[config.mk]
export PLATFORM = sky130hd
export DESIGN_NAME = uart_tx_ctrl
export DESIGN_NICKNAME = d
export VERILOG_FILES = /design/src/rtl/uart_tx_ctrl.sv
export SDC_FILE = /design/constraint.sdc
export NUM_CORES = 1
export LEC_CHECK = 0
export CORE_MARGIN = 1
export CORE_UTILIZATION = 55
export DETAILED_ROUTE_END_ITERATION = 6
export DONT_BUFFER_PORTS = 1
export PLACE_DENSITY = 0.73
export SETUP_SLACK_MARGIN = 0.02
export SYNTH_ARGS = -nofsm -noshare
export SYNTH_HDL_FRONTEND = slang
export SYNTH_SLANG_ARGS = --single-unit
[constraint.sdc]
create_clock -name clk_in -period 1.7 [get_ports clk_in]
set_input_delay 0.51 -clock clk_in [delete_from_list [all_inputs] [get_ports clk_in]]
set_output_delay 0.51 -clock clk_in [all_outputs]
set_load 0.01 [all_outputs]
[src/rtl/uart_tx_ctrl.sv]
// UART transmit frame sequencer: serialises one word per valid/ready handshake into
// start, LSB-first data, optional parity and stop bits, pacing bits from the baud tick.
module uart_tx_ctrl #(
  parameter int DATA_BITS         = 8,
  parameter int OVERSAMPLING_RATE = 8,
  parameter bit PARITY_EN         = 1'b0,
  parameter bit PARITY_ODD        = 1'b0,
  parameter int STOP_BITS         = 1
) (
  input  logic                 clk_in,
  input  logic                 rst_in,
  input  logic                 tick_in,
  input  logic [DATA_BITS-1:0] data_in,
  input  logic                 valid_in,
  output logic                 ready_out,
  output logic                 tx_out,
  output logic                 baud_en_out,
  output logic                 busy_out,
  output logic                 done_out
);

  localparam int TW = (OVERSAMPLING_RATE > 2) ? $clog2(OVERSAMPLING_RATE) : 1;
  localparam int BW = $clog2(DATA_BITS);

  localparam logic [TW-1:0] TICK_LAST = TW'(OVERSAMPLING_RATE - 1);
  localparam logic [BW-1:0] DATA_LAST = BW'(DATA_BITS - 1);
  localparam logic [BW-1:0] STOP_LAST = BW'(STOP_BITS - 1);

  typedef enum logic [2:0] {IDLE, START, DATA, PARITY, STOP} state_t;

  state_t                state;
  logic [TW-1:0]         tick_cnt;
  logic [BW-1:0]         bit_cnt;
  logic [DATA_BITS-1:0]  shift;
  logic                  parity;
  logic                  bit_end;

  assign bit_end = tick_in && (tick_cnt == TICK_LAST);

  // tx_out is loaded with the level of the next bit on the edge that ends the
  // current one, so the line changes exactly one cycle after the last tick.
  always_ff @(posedge clk_in or posedge rst_in) begin
    if (rst_in) begin
      state       <= IDLE;
      tick_cnt    <= '0;
      bit_cnt     <= '0;
      shift       <= '0;
      parity      <= 1'b0;
      tx_out      <= 1'b1;
      ready_out   <= 1'b0;
      baud_en_out <= 1'b0;
      busy_out    <= 1'b0;
      done_out    <= 1'b0;
    end else begin
      done_out <= 1'b0;
      case (state)
        IDLE: begin
          if (valid_in && ready_out) begin
            shift       <= data_in;
            parity      <= 1'b0;
            tick_cnt    <= '0;
            bit_cnt     <= '0;
            state       <= START;
            tx_out      <= 1'b0;
            busy_out    <= 1'b1;
            baud_en_out <= 1'b1;
            ready_out   <= 1'b0;
          end else begin
            tx_out      <= 1'b1;
            busy_out    <= 1'b0;
            baud_en_out <= 1'b0;
            ready_out   <= 1'b1;
          end
        end
        default: begin
          if (tick_in) begin
            tick_cnt <= bit_end ? '0 : tick_cnt + TW'(1);
            if (bit_end) begin
              case (state)
                START: begin
                  state   <= DATA;
                  bit_cnt <= '0;
                  tx_out  <= shift[0];
                end
                DATA: begin
                  parity <= parity ^ shift[0];
                  shift  <= shift >> 1;
                  if (bit_cnt == DATA_LAST) begin
                    bit_cnt <= '0;
                    if (PARITY_EN) begin
                      state  <= PARITY;
                      tx_out <= parity ^ shift[0] ^ PARITY_ODD;
                    end else begin
                      state  <= STOP;
                      tx_out <= 1'b1;
                    end
                  end else begin
                    bit_cnt <= bit_cnt + BW'(1);
                    tx_out  <= shift[1];
                  end
                end
                PARITY: begin
                  state   <= STOP;
                  bit_cnt <= '0;
                  tx_out  <= 1'b1;
                end
                STOP: begin
                  tx_out <= 1'b1;
                  if (bit_cnt == STOP_LAST) begin
                    // Ready rises with done so a waiting source can hand over back-to-back.
                    state       <= IDLE;
                    bit_cnt     <= '0;
                    busy_out    <= 1'b0;
                    baud_en_out <= 1'b0;
                    ready_out   <= 1'b1;
                    done_out    <= 1'b1;
                  end else begin
                    bit_cnt <= bit_cnt + BW'(1);
                  end
                end
                default: state <= IDLE;
              endcase
            end
          end
        end
      endcase
    end
  end

endmodule

==> impl_metrics.py, run 1 <==
metrics = {
    "run_status": {
        "status": "finished with violations",
        "failed_checks": "negative setup slack",
    },
    "pwr": {
        "clock_power_share_pct": 9.8,
        "power_frac_seq_pct": 36.1,
        "p_comb_share_pct": 54.0,
        "p_leak_uw": 0.0007245,
        "power_switching_uw": 989.2,
        "powerDensity_nw_per_um2": 1709,
        "p_int_uw": 1535,
        "swShare_pct": 39.20,
        "max-vdd-ir-drop_v": 0.0009826,
    },
    "place": {
        "pre_cts_slack_ns": -0.1190,
        "io_buffer_count": 0,
        "post-dp-hpwl_mm": 1.826,
        "place.gp.congestion": 0.8619,
        "placed_cell_area_um2": 1315,
    },
    "synth": {
        "synth.yosys.warnings": 0,
        "yosysSeqAreaShare_pct": 46.88,
        "syn_area_um2": 1124,
        "ys_ff_latch": 21,
        "ys_types": 35,
        "synth_nets": 134,
        "avgSynthCellArea_um2": 9.603,
        "syn_inst": 117,
    },
    "finish": {
        "num-fill-cells": 108,
        "ff_latch_area_um2": 529.3,
        "multiInputGateArea_um2": 633.1,
        "final_area_um2": 1476,
        "diodes": 0,
        "layout.nets": 163,
        "area_delta_synth_final_pct": 31.40,
        "drive_above_1_share_pct": 41.38,
    },
    "floorplan": {
        "initial_core_util_pct": 61.72,
        "die-area_um2": 2228,
        "core-area_um2": 1821,
        "die_h_um": 47.20,
        "ios": 17,
        "num_rows": 15,
        "die_w_um": 47.20,
    },
    "global_routing": {
        "track_usage_pct": 26.44,
        "grt_pass1_wl_mm": 4.022,
        "grt_pass1_vias": 912,
        "grt_max_degree": 14,
        "grt.overflow.total": 0,
        "antenna_found_initial": 0,
    },
    "clocking": {
        "clockBufferDepth": 2,
        "htreeDepth": 1,
        "cts_tree": "done",
        "hold_buffers": 0,
        "path_clk_slew_ns": 0.12,
        "cts.sinks": 21,
        "clk_latency_ns": 0.31,
        "cts-root-buf": "clkbuf_4",
        "cts_made_buffers": 3,
    },
    "critical_path": {
        "cpMaxStageDelayCell": "dfrtp_1",
        "startpoint_type": "register",
        "cp.required_ns": 1.90,
        "cp_num_buf_inv": 0,
        "cp_top_family": "flip-flops",
        "end_kind": "register",
        "crit_arrival_ns": 2.03,
        "crit_path_max_incr_delay_ns": 0.40,
        "path_cells": "ha_2 -> ha_4 -> or3_4 -> a21oi_2 -> a211o_1 -> mux2_4",
        "critPathKind": "reg2reg",
        "cp_max_fo": 2,
    },
    "sta": {
        "final-setup-viol-count": 5,
        "slew_viol_final": 0,
        "hold_viol_final": 0,
        "slew_headroom_pct": 76.80,
        "min_period_over_period_pct": 107.6,
        "post-route-min-period_ns": 1.829,
        "rsz0062_at_grt": "yes",
        "timing.final.ws_setup_ns": -0.1286,
        "tightest_slew_ns": 0.3476,
        "clock.fmax_ghz": 0.5469,
        "finClkSkew_ns": 0.009643,
        "whs_ns": 0.03675,
    },
    "route": {
        "drcViolationCount": 0,
        "routedWlPerCell_um": 15.63,
        "first_pass_iters": 4,
        "vias": 978,
        "vias_per_cell": 5.753,
        "drtAntennaViolNets": 0,
        "drt_iter0_drc": 25,
        "wirelength_mm": 2.657,
    },
    "flow_run": {
        "maxCapViolCount": 0,
    },
    "min_path": {
        "worstHoldPathType": "in2async",
    },
}
-- synth_stat cells --
master	count	area [um^2]
o31ai_1	2	15.01
nor2_1	11	41.29
a2111oi_4	1	27.53
maj3_1	1	10.01
and2_1	1	6.260
a211o_1	1	8.760
or3_4	1	11.26
a21oi_1	4	20.02
a22o_1	2	17.52
inv_1	7	26.28
a2111oi_2	1	15.01
clkbuf_1	1	3.750
dfstp_2	1	26.28
mux2_1	1	11.26
o41ai_1	1	8.760
a31oi_1	7	43.79
buf_4	1	7.510
o21ai_0	2	10.01
nor3_2	1	10.01
ha_1	5	62.56
buf_6	1	11.26
a32o_1	1	10.01
o21ai_1	1	5.000
mux2i_1	2	20.02
mux2_2	1	11.26
a21o_1	3	22.52
buf_2	3	15.01
nand2_1	23	86.33
o21bai_1	1	7.510
nor3_1	3	15.01
nand3_1	1	5.000
nand2b_1	2	12.51
dfrtp_1	20	500.5
or3_1	1	6.260
or2_1	2	12.51
-- kinds of logic after synthesis --
family / after synthesis / synth area share, %
AOI/OAI and AO/OA: 27 / 18.82
adders and majority gates: 6 / 6.459
buffers and inverters: 13 / 5.679
DFF: 21 / 46.88
muxes: 4 / 3.786
and+or+nand+nor: 46 / 18.37
-- layout make-up --
type / instances / share of cell area [%]
Clock buffer: 3 / 1.525
Clock inverter: 1 / 0.3390
Inverter: 7 / 1.780
Multi-Input combinational cell: 83 / 42.88
Sequential cell: 21 / 35.85
Tap cell: 25 / 2.119
Timing Repair Buffer: 30 / 15.51
-- power groups by stage --
stage               logic [uW]  clock network [uW]  registers [uW]
global route              1490                 272             937
floorplan                  800                   0             856
finish                    1360                 248             912
global placement          1050                   0             885
detailed placement        1110                   0             895
CTS                       1230                 245             881
-- worst paths after layout --
| kind | from | slack [ns] | end | cells after the start |
|---|---|---|---|---|
| max in group asynchronous | rst_in | 1.16 | state[2] | 2 |
| max reg2reg | bit_cnt[1] | -0.13 | state[2] | 6 |
| min in group clk_in | data_in[7] | 0.32 | shift[7] | 2 |
| min | rst_in | 0.04 | tick_cnt[0] | 1 |
| min reg2reg | tx_out | 0.54 | tx_out | 2 |
| max | bit_cnt[1] | -0.13 | state[2] | 6 |
-- cells in the final DEF (no fill, tap or decap), types with 2 or more instances in the layout --
cell type | synthesis | final
a22o_1 | 2 | 2
dfrtp_1 | 20 | 18
ha_2 | 0 | 2
a21oi_2 | 0 | 2
o31ai_1 | 2 | 2
nand2b_1 | 2 | 2
a31oi_1 | 7 | 7
mux2_4 | 0 | 2
inv_1 | 7 | 7
clkbuf_4 | 0 | 3
or3_4 | 1 | 2
nor3_1 | 3 | 3
mux2i_1 | 2 | 2
dfrtp_2 | 0 | 2
o21ai_0 | 2 | 2
a21o_1 | 3 | 3
a21oi_1 | 4 | 2
nor2_1 | 11 | 5
nand2_1 | 23 | 22
ha_4 | 0 | 2
nor2_4 | 0 | 2
nor2_2 | 0 | 4
buf_4 | 1 | 29
-- per-stage QoR --
| stage | power [uW] | cells | util, % | TNS [ns] |
|---|---|---|---|---|
| 3_5_place_dp | 2005 | 157 | 72.23 | -0.1638 |
| 3_3_place_gp | 1934 | 157 | 72.23 | -0.05914 |
| 2_1_floorplan | 1656 | 117 | - | -0.04193 |
| 4_1_cts | 2352 | 167 | 76.98 | -0.1547 |
| 6_report | 2524 | 170 | 81.10 | -0.3246 |
| 5_1_grt | 2702 | 170 | 81.10 | -0.8163 |
-- routing by layer --
metal  GRT usage, %  up-vias  share of wire, %
li1               -      465                 -
met1          34.38      486                44
met2          45.00       23                51
met3          4.231        4               3.6
met4          8.571        0              0.87
met5              0        -                 0
-- registers in the layout, summed over array words and instances (netlist names) --
| name | count |
|---|---|
| done_out | 1 |
| ready_out | 1 |
| tick_cnt | 3 |
| shift | 8 |
| tx_out | 1 |
| busy_out | 1 |
| bit_cnt | 3 |
| state | 3 |
-- timing repair --
action	in CTS	in global routing
resized for setup	6	12
setup endpoints to repair	10	14
gates cloned	1	0
setup buffers	5	4
pin swaps	2	3
No activity file was read; power rests on OpenSTA's default activity.
==> run 2, diff against run 1 <==
- CELL_PAD_IN_SITES_DETAIL_PLACEMENT: default -> 1
- CELL_PAD_IN_SITES_GLOBAL_PLACEMENT: default -> 2
- CORE_ASPECT_RATIO: default -> 1.75
- CORE_UTILIZATION: 55 -> 38
- PLACE_DENSITY: 0.73 -> default
- PLACE_DENSITY_LB_ADDON: default -> 0.1
- clock period: 1.7 -> 1.8 ns (I/O delays scaled with it)
==> run 2 against run 1 <==
  * The flow now finishes without violations
  * Worst setup slack improved by 0.13 ns
  * Fmax rose by 1.9%
  * First-iteration DRC count is 56% lower
  * Sequential power is 7.6% lower
  * Critical path type unchanged
  * Largest cell class unchanged
==> impl_metrics.py, run 2 (synthesis gave the netlist of run 1 again) <==
metrics = {
    "run_status": {
        "status": "finished, final reports clean",
    },
    "pwr": {
        "powerDensity_nw_per_um2": 1638,
        "p_leak_uw": 0.0007174,
        "max-vdd-ir-drop_v": 0.001008,
        "power_uw": 2393,
    },
    "critical_path": {
        "cp_top_family": "compound AO/OA/AOI/OAI gates",
        "critPathKind": "reg2reg",
        "cp.required_ns": 1.97,
        "startpoint_type": "register",
        "crit_arrival_ns": 1.97,
        "timing.rr.start": "tick_cnt[1]",
        "crit_path_max_incr_delay_ns": 0.38,
        "cpMaxStageDelayCell": "dfrtp_1",
        "cp_max_fo": 8,
        "end_kind": "register",
        "path_cells": "ha_2 -> ha_4 -> nand2_4 -> buf_6 -> a2111oi_4 -> buf_4 -> buf_12 -> nor2_2 -> a31oi_1",
        "crit_start": "tick_cnt[1]",
        "cp_num_buf_inv": 3,
    },
    "flow_run": {
        "maxCapViolCount": 0,
    },
    "finish": {
        "layout_common_cells": "buf_4, nand2_1, dfrtp_1, nor2_1",
        "largest_register_ffs": 8,
        "area_delta_synth_final_pct": 30.07,
        "diodes": 0,
        "stdcell_count": 169,
        "layout.nets": 160,
        "regMostFlops": "shift",
        "layout_commonest_cell": "buf_4",
        "drive_above_1_share_pct": 35.21,
    },
    "sta": {
        "tns_ns": 0,
        "finClkSkew_ns": 0.005841,
        "clock.fmax_ghz": 0.5574,
        "min_period_over_period_pct": 99.67,
        "tightest_slew_ns": 0.4601,
        "rsz0062_at_grt": "yes",
        "final-setup-viol-count": 0,
        "post-route-min-period_ns": 1.794,
        "hold_viol_final": 0,
        "slew_headroom_pct": 69.29,
        "slew_viol_final": 0,
    },
    "clocking": {
        "cts-root-buf": "clkbuf_8",
        "clockBufferDepth": 2,
        "htreeDepth": 1,
        "clk_latency_ns": 0.26,
        "path_clk_slew_ns": 0.08,
        "cts_tree": "done",
        "hold_buffers": 0,
        "cts_made_buffers": 3,
        "cts.sinks": 21,
    },
    "route": {
        "routedWlPerCell_um": 17.76,
        "drcViolationCount": 0,
        "drtAntennaViolNets": 0,
        "vias": 951,
        "drt_iter0_drc": 11,
        "first_pass_iters": 2,
        "wirelength_mm": 3.001,
        "vias_per_cell": 5.627,
    },
    "global_routing": {
        "grt_pass1_vias": 999,
        "track_usage_pct": 19.38,
        "antenna_found_initial": 0,
        "grt.overflow.total": 0,
        "grt_pass1_wl_mm": 4.602,
        "grt_max_degree": 16,
    },
    "floorplan": {
        "initial_core_util_pct": 40.82,
        "num_rows": 25,
        "core-area_um2": 2753,
        "ios": 17,
        "die_h_um": 73.93,
        "die-area_um2": 3187,
        "die_w_um": 43.11,
    },
    "place": {
        "place.gp.congestion": 0.8765,
        "place_inst": 156,
        "io_buffer_count": 0,
        "post-dp-hpwl_mm": 2.216,
    },
    "min_path": {
        "worstHoldPathType": "in2async",
    },
}
-- run 2: timing repair --
item	CTS	global route
pin swaps	2	5
resized for setup	8	9
buffers inserted	2	6
setup endpoints to repair	11	12
cloned	0	1
-- run 2: worst paths after layout --
kind,endpoint,slack (ns),cells past startpoint
min in group clk_in,shift[7],0.42,2
max in group asynchronous,shift[4],1.10,2
hold / removal,bit_cnt[0],0.17,1
hold reg to reg,tx_out,0.50,2
setup reg to reg,shift[0],0.006,9
setup / recovery,shift[0],0.006,9
-- run 2: stage by stage --
stage               utilization, %  hold slack (ns)  setup slack (ns)  area (um^2)
finish                       53.09           0.1729          0.006018         1461
global route                 53.09           0.2033          -0.06726         1461
CTS                          49.18           0.1823           0.02077         1354
detailed placement           46.09           0.4622          -0.03619         1269
global placement             46.09           0.4576           0.02923         1269
floorplan                        -           0.4551           0.01572         1125
-- run 2: where the power goes --
part / internal (uW) / switching, uW / total [uW]
clock network: 157 / 151 / 309
registers: 681 / 162 / 843
logic: 666 / 576 / 1240
-- run 2: routing by layer --
layer | wire (um) | share of wire [%] | track usage, %
met5 | 0 | 0 | 0
met4 | 99 | 3.3 | 10.44
met3 | 56 | 1.9 | 1.942
met2 | 1728 | 58 | 34.99
met1 | 1116 | 37 | 21.81
-- run 2: area by class of cell --
type	count	area, um^2
fill	320	1291
inverter	7	26.28
clock buffer	4	45.04
tap	27	33.78
multi-input combinational	83	589.3
timing repair buffer	27	240.2
sequential	21	526.8
==> edit 1: new RTL, settings of run 2 <==
Set the parameter `PARITY_EN` to 1'b1 (it was 1'b0).
--- a/src/rtl/uart_tx_ctrl.sv
+++ b/src/rtl/uart_tx_ctrl.sv
@@ -3,7 +3,7 @@
 module uart_tx_ctrl #(
   parameter int DATA_BITS         = 8,
   parameter int OVERSAMPLING_RATE = 8,
-  parameter bit PARITY_EN         = 1'b0,
+  parameter bit PARITY_EN         = 1'b1,
   parameter bit PARITY_ODD        = 1'b0,
   parameter int STOP_BITS         = 1
 ) (
Formal check against the unedited RTL: no difference found for any inputs over 10 cycles, from zero or initial values and one cycle with rst_in high; that may be too few to reach the edited logic, so the function may still have changed.
==> edit 1 against run 2 <==
Clock power increased by 6.8%; die area is 11% higher; wire length shrank 0.43%; synthesized area rose by 12%; global-route usage grew 0.33 points; power decreased by 15%; sequential cell count up 1; setup slack gained 130 ps; final area fell by 6.3%; critical path type unchanged; critical endpoint is now tx_out$_DFFE_PP1P_; highest routed layer unchanged.
==> edit 1: results (changes against run 2) <==
- Area fraction in compound gates after synthesis: 20.2% (was 18.8%)
- Run status: complete, no violations (unchanged)
- Global-route wire length before repair: 5070 um (was 4600 um)
- Synthesized net count: 143 (was 134)
- Max rail drop VDD: 0.723 mV (was 1.01 mV)
- Net switching power: 0.808 mW (was 0.889 mW)
- Vias per Instance: 5.33 (was 5.63)
- Post-route clock skew: 4.74 ps (was 5.84 ps)
- Fraction of layout cells with a size suffix above 1: 15.2% (was 35.2%)
- GPL Wtd Cong: 0.871 (was 0.877)
- Area share of xor/xnor cells in the synthesized design: 1.29% (was 0%)
- Total routing usage reported by global routing: 19.7% (was 19.4%)
- Vias in the first global route: 1046 (was 999)
- Capture point of the worst path: tx_out$_DFFE_PP1P_ (was shift[0]$_DFFE_PP0P_)
- Post-synthesis mux area share: 6.37% (was 3.79%)
- Number of nets in the layout: 150 (was 160)
- Post-cts repair resize count: 0 (was 8)
- Highest net fanout along the worst path: 6 (was 8)
- Estimated wirelength of the detail-placed design: 2370 um (was 2220 um)
- Dominant cells by area after synthesis: sky130_fd_sc_hd__dfrtp_1, sky130_fd_sc_hd__mux2i_1, sky130_fd_sc_hd__ha_1, sky130_fd_sc_hd__nand2_1, sky130_fd_sc_hd__o21ai_1 (was sky130_fd_sc_hd__dfrtp_1, sky130_fd_sc_hd__nand2_1, sky130_fd_sc_hd__ha_1, sky130_fd_sc_hd__a31oi_1, sky130_fd_sc_hd__nor2_1)
- Worst slew margin: 65.2% (was 69.3%)
- Routed wire length per instance: 17.1 um (was 17.8 um)
- Post-CTS setup buffer count: 0 (was 2)
- Synth unique cells: 37 (was 35)
- Number of cells in the design after placement: 171 (was 156)
- Number of cell instances on the worst register-to-register path: 6 (was 9)
- Number of iterations in the first detailed-routing pass: 4 (was 2)
- R2r setup slk: 130 ps (was 6 ps)
- Share of the yosys chip area belonging to registers: 43.9% (was 46.9%)
- Adder and majority cell fraction of the synthesized area: 5.77% (was 6.46%)
-- edit 1: cell types whose count changed after synthesis, sizes merged, moves of 3 or more --
cell	delta
a22o	+3
mux2i	+6
nor3	-4
a31oi	-7
nand2	-9
a21oi	+3
o21ai	+12
-- edit 1: cells by family after synthesis --
family          Yosys count
mux                       8
fa+ha+maj                 6
simple gates             39
buf+inv                  13
compound gates           37
flops                    22
xor+xnor                  1
-- edit 1: metal layers --
metal | part of all wire [%] | track usage, % | vias up
met5 | 0 | 0 | -
met4 | 3.4 | 9.09 | 0
met3 | 2.9 | 2.99 | 9
met2 | 56 | 35.4 | 18
met1 | 38 | 21.0 | 449
li1 | - | - | 456
-- edit 1: how the worst min path moves through the flow --
stage	start	end	slack, ps	cells past startpoint
floorplan	shift[2]$_DFFE_PP0P_	shift[2]$_DFFE_PP0P_	460	2
global placement	shift[2]$_DFFE_PP0P_	shift[2]$_DFFE_PP0P_	480	2
detailed placement	shift[2]$_DFFE_PP0P_	shift[2]$_DFFE_PP0P_	480	2
CTS	rst_in	shift[6]$_DFFE_PP0P_	200	1
global route	rst_in	shift[6]$_DFFE_PP0P_	240	1
finish	rst_in	shift[6]$_DFFE_PP0P_	180	1
-- edit 1: power by group through the flow --
stage | Sequential, mW | Combinational (mW) | Clock [mW]
after global routing | 0.925 | 0.925 | 0.359
after global placement | 0.897 | 0.791 | 0
final | 0.891 | 0.816 | 0.330
after detailed placement | 0.905 | 0.831 | 0
after CTS | 0.896 | 0.832 | 0.338
after floorplan | 0.813 | 0.737 | 0
-- edit 1: cell type report --
| type | count | area, um2 |
|---|---|---|
| tap | 43 | 53.8 |
| clock buffer | 4 | 45.0 |
| sequential | 22 | 552 |
| inverter | 7 | 26.3 |
| timing repair buffer | 8 | 60.1 |
| multi-input combinational | 91 | 633 |
| fill | 374 | 1770 |
-- edit 1: worst max-delay path, stage by stage (launching register included) --
cell                      delay, ps
sky130_fd_sc_hd__dfrtp_1        410
sky130_fd_sc_hd__ha_1           220
sky130_fd_sc_hd__ha_2           210
sky130_fd_sc_hd__and2_2         210
sky130_fd_sc_hd__maj3_1         360
sky130_fd_sc_hd__o21ai_1        130
sky130_fd_sc_hd__a21oi_1         50
-- edit 1: per-stage QoR --
step	worst slack, ps	hold slack, ps	area [um2]
2_1_floorplan	239	455	1260
6_report	133	182	1370
4_1_cts	51.4	196	1370
3_3_place_gp	172	476	1320
3_5_place_dp	79.4	480	1320
5_1_grt	61.8	237	1370
==> edit 2: new RTL, flow settings as in run 2 <==
Without the edit above. Reset style: synchronous (`rst_in`), changed in one clocked block.
--- a/src/rtl/uart_tx_ctrl.sv
+++ b/src/rtl/uart_tx_ctrl.sv
@@ -39,7 +39,7 @@
 
   // tx_out is loaded with the level of the next bit on the edge that ends the
   // current one, so the line changes exactly one cycle after the last tick.
-  always_ff @(posedge clk_in or posedge rst_in) begin
+  always_ff @(posedge clk_in) begin
     if (rst_in) begin
       state       <= IDLE;
       tick_cnt    <= '0;
Check against the original RTL: differs if rst_in is asserted again (counterexample within 4 cycles, from zero or initial values and one cycle with rst_in high); with rst_in held inactive, the same outputs for 10 cycles.
==> edit 2 against run 2 <==
The run now ends with design-rule violations left; final area decreased by 13%; wire length decreased by 15%; sequential cell count unchanged; die area increased by 2.8%; synthesized area increased by 2.9%; setup slack improved by 130 ps; highest routed layer unchanged.
Power is not compared: it rests on default switching activity, and its combinational part moved more than twofold at a synthesized area within 25%.
==> edit 2: results (changes against run 2) <==
- Data arrival at the endpoint of the critical path: 1870 ps (was 1970 ps)
- Worst slack at placement: 47.2 ps (was -36.2 ps)
- Crit Reg-Reg Endpoint: bit_cnt[2]$_SDFFE_PP0P_ (was shift[0]$_DFFE_PP0P_)
- GPL Wtd Cong: 0.796 (was 0.877)
- Delay of the slowest critical-path stage: 480 ps (was 380 ps)
- Starting DRT DRC Count: 12 (was 11)
- Path category of the worst min-delay check: in -> reg (was in -> async)
- Post-route clock skew: 4.97 ps (was 5.84 ps)
- Number of cell instances on the worst register-to-register path: 6 (was 9)
- Number of nets in the layout: 145 (was 160)
- Dominant cells by area after synthesis: sky130_fd_sc_hd__dfxtp_1, sky130_fd_sc_hd__a211oi_2, sky130_fd_sc_hd__mux2i_1, sky130_fd_sc_hd__ha_1, sky130_fd_sc_hd__nor2_1 (was sky130_fd_sc_hd__dfrtp_1, sky130_fd_sc_hd__nand2_1, sky130_fd_sc_hd__ha_1, sky130_fd_sc_hd__a31oi_1, sky130_fd_sc_hd__nor2_1)
- Violated checks: design-rule violations
- R2r setup slk: 140 ps (was 6 ps)
- Crit Reg-Reg Startpoint: tick_cnt[0]$_SDFFE_PP0P_ (was tick_cnt[1]$_DFFE_PP0P_)
- Start point of the worst min-delay path: rst_in
- Least-Margin Pin Slew: 443 ps (was 460 ps)
- Crit path max-delay cell type: sky130_fd_sc_hd__or4b_1 (was sky130_fd_sc_hd__dfrtp_1)
- Residual DRC count: 3 (was 0)
- Share of the yosys chip area belonging to registers: 36.4% (was 46.9%)
- Synth unique cells: 39 (was 35)
- Vias in the first global route: 954 (was 999)
- Synthesized net count: 141 (was 134)
- Utilization after layout: 43.8% (was 53.1%)
- Buffer levels on the longest clock path: 2 (unchanged)
- Fraction of layout cells with a size suffix above 1: 23.6% (was 35.2%)
- Fill cells: 341 (was 320)
- Placed instance area: 1210 um2 (was 1270 um2)
- Estimated wirelength of the detail-placed design: 2030 um (was 2220 um)
- Largest area contributor in the synthesized netlist: sky130_fd_sc_hd__dfxtp_1 (was sky130_fd_sc_hd__dfrtp_1)
- Async set or reset register ratio after synthesis: 0% (was 100%)
- Vias per Instance: 6.00 (was 5.63)
- Number of iterations in the first detailed-routing pass: 5 (was 2)
- Endpoint of the worst hold path: shift[1]$_SDFFE_PP0P_
- Routed wire length per instance: 16.4 um (was 17.8 um)
- Global-route wire length before repair: 4280 um (was 4600 um)
- Run status: complete, but fails checks (was complete, no violations)
- Total routing usage reported by global routing: 17.8% (was 19.4%)
- Commonest cells post-synth: sky130_fd_sc_hd__dfxtp_1, sky130_fd_sc_hd__nor2_1, sky130_fd_sc_hd__mux2i_1 (was sky130_fd_sc_hd__nand2_1, sky130_fd_sc_hd__dfrtp_1, sky130_fd_sc_hd__nor2_1)
- Largest register FFs: 8 (unchanged)
- Post-CTS setup buffer count: 0 (was 2)
- Largest delay share family, worst path: simple AND/OR/NAND/NOR gates (was compound AO/OA/AOI/OAI gates)
- Maximum number of pins on one net before global-route repair: 22 (was 16)
- Highest net fanout along the worst path: 7 (was 8)
-- edit 2: how the worst max path moves through the flow --
stage | start | end | cells after the start | slack, ps
after floorplan | tick_cnt[0]$_SDFFE_PP0P_ | bit_cnt[0]$_SDFFE_PP0P_ | 7 | 190
after global placement | tick_cnt[0]$_SDFFE_PP0P_ | bit_cnt[0]$_SDFFE_PP0P_ | 6 | 130
after detailed placement | tick_cnt[0]$_SDFFE_PP0P_ | bit_cnt[0]$_SDFFE_PP0P_ | 6 | 50
after CTS | tick_cnt[0]$_SDFFE_PP0P_ | bit_cnt[2]$_SDFFE_PP0P_ | 6 | 40
after global routing | tick_cnt[0]$_SDFFE_PP0P_ | shift[1]$_SDFFE_PP0P_ | 7 | 30
final | tick_cnt[0]$_SDFFE_PP0P_ | bit_cnt[2]$_SDFFE_PP0P_ | 6 | 140
-- edit 2: repair_timing --
action | CTS | global route
gates resized for setup | 1 | 3
hold buffers | 0 | 0
cloned | 0 | 0
endpoints found under the setup margin | 2 | 7
-- edit 2: routing by layer --
metal	vias up	wire length [um]	global-route usage, %	part of all wire (%)
li1	454	-	-	-
met1	453	954	17.2	37
met2	15	1380	32.8	54
met3	8	78	2.40	3.1
met4	0	135	13.9	5.3
met5	-	0	0	0
-- edit 2: where the power goes --
part | switching (mW) | internal, mW
registers | 0.0194 | 0.487
clock network | 0.154 | 0.154
logic | 0.0661 | 0.0570
total | 0.239 | 0.698
-- edit 2: cell type report --
class / count / share of cell area (%)
flip-flops and latches: 21 / 33.1
inverters: 5 / 1.48
well taps: 28 / 2.76
multi-input cells: 89 / 53.3
clock buffers: 3 / 3.25
repair buffers: 8 / 5.72
clock inverters: 1 / 0.394
-- edit 2: worst reg2reg max path, delay by kind of cell, from the launching register on --
| kind | cells | cell delay [ps] |
|---|---|---|
| and+or+nand+nor | 2 | 590 |
| DFF | 1 | 360 |
| adders and majority gates | 2 | 370 |
| AOI/OAI and AO/OA | 2 | 280 |
-- edit 2: stage by stage --
| stage | power [mW] | hold WS [ps] | cells |
|---|---|---|---|
| floorplan | 0.623 | 450 | 124 |
| global placement | 0.638 | 454 | 151 |
| detailed placement | 0.643 | 470 | 151 |
| CTS | 0.955 | 326 | 155 |
| global route | 0.989 | 325 | 155 |
| finish | 0.938 | 342 | 155 |
-- edit 2: cells by family after synthesis --
family                   count (synthesis)  share of synthesized area, %
AND/OR/NAND/NOR                         45                          20.6
AO/OA/AOI/OAI                           29                          22.2
flip-flops                              21                          36.4
buffers and inverters                   14                          6.60
multiplexers                             9                          7.90
adder cells (fa/ha/maj)                  6                          6.39
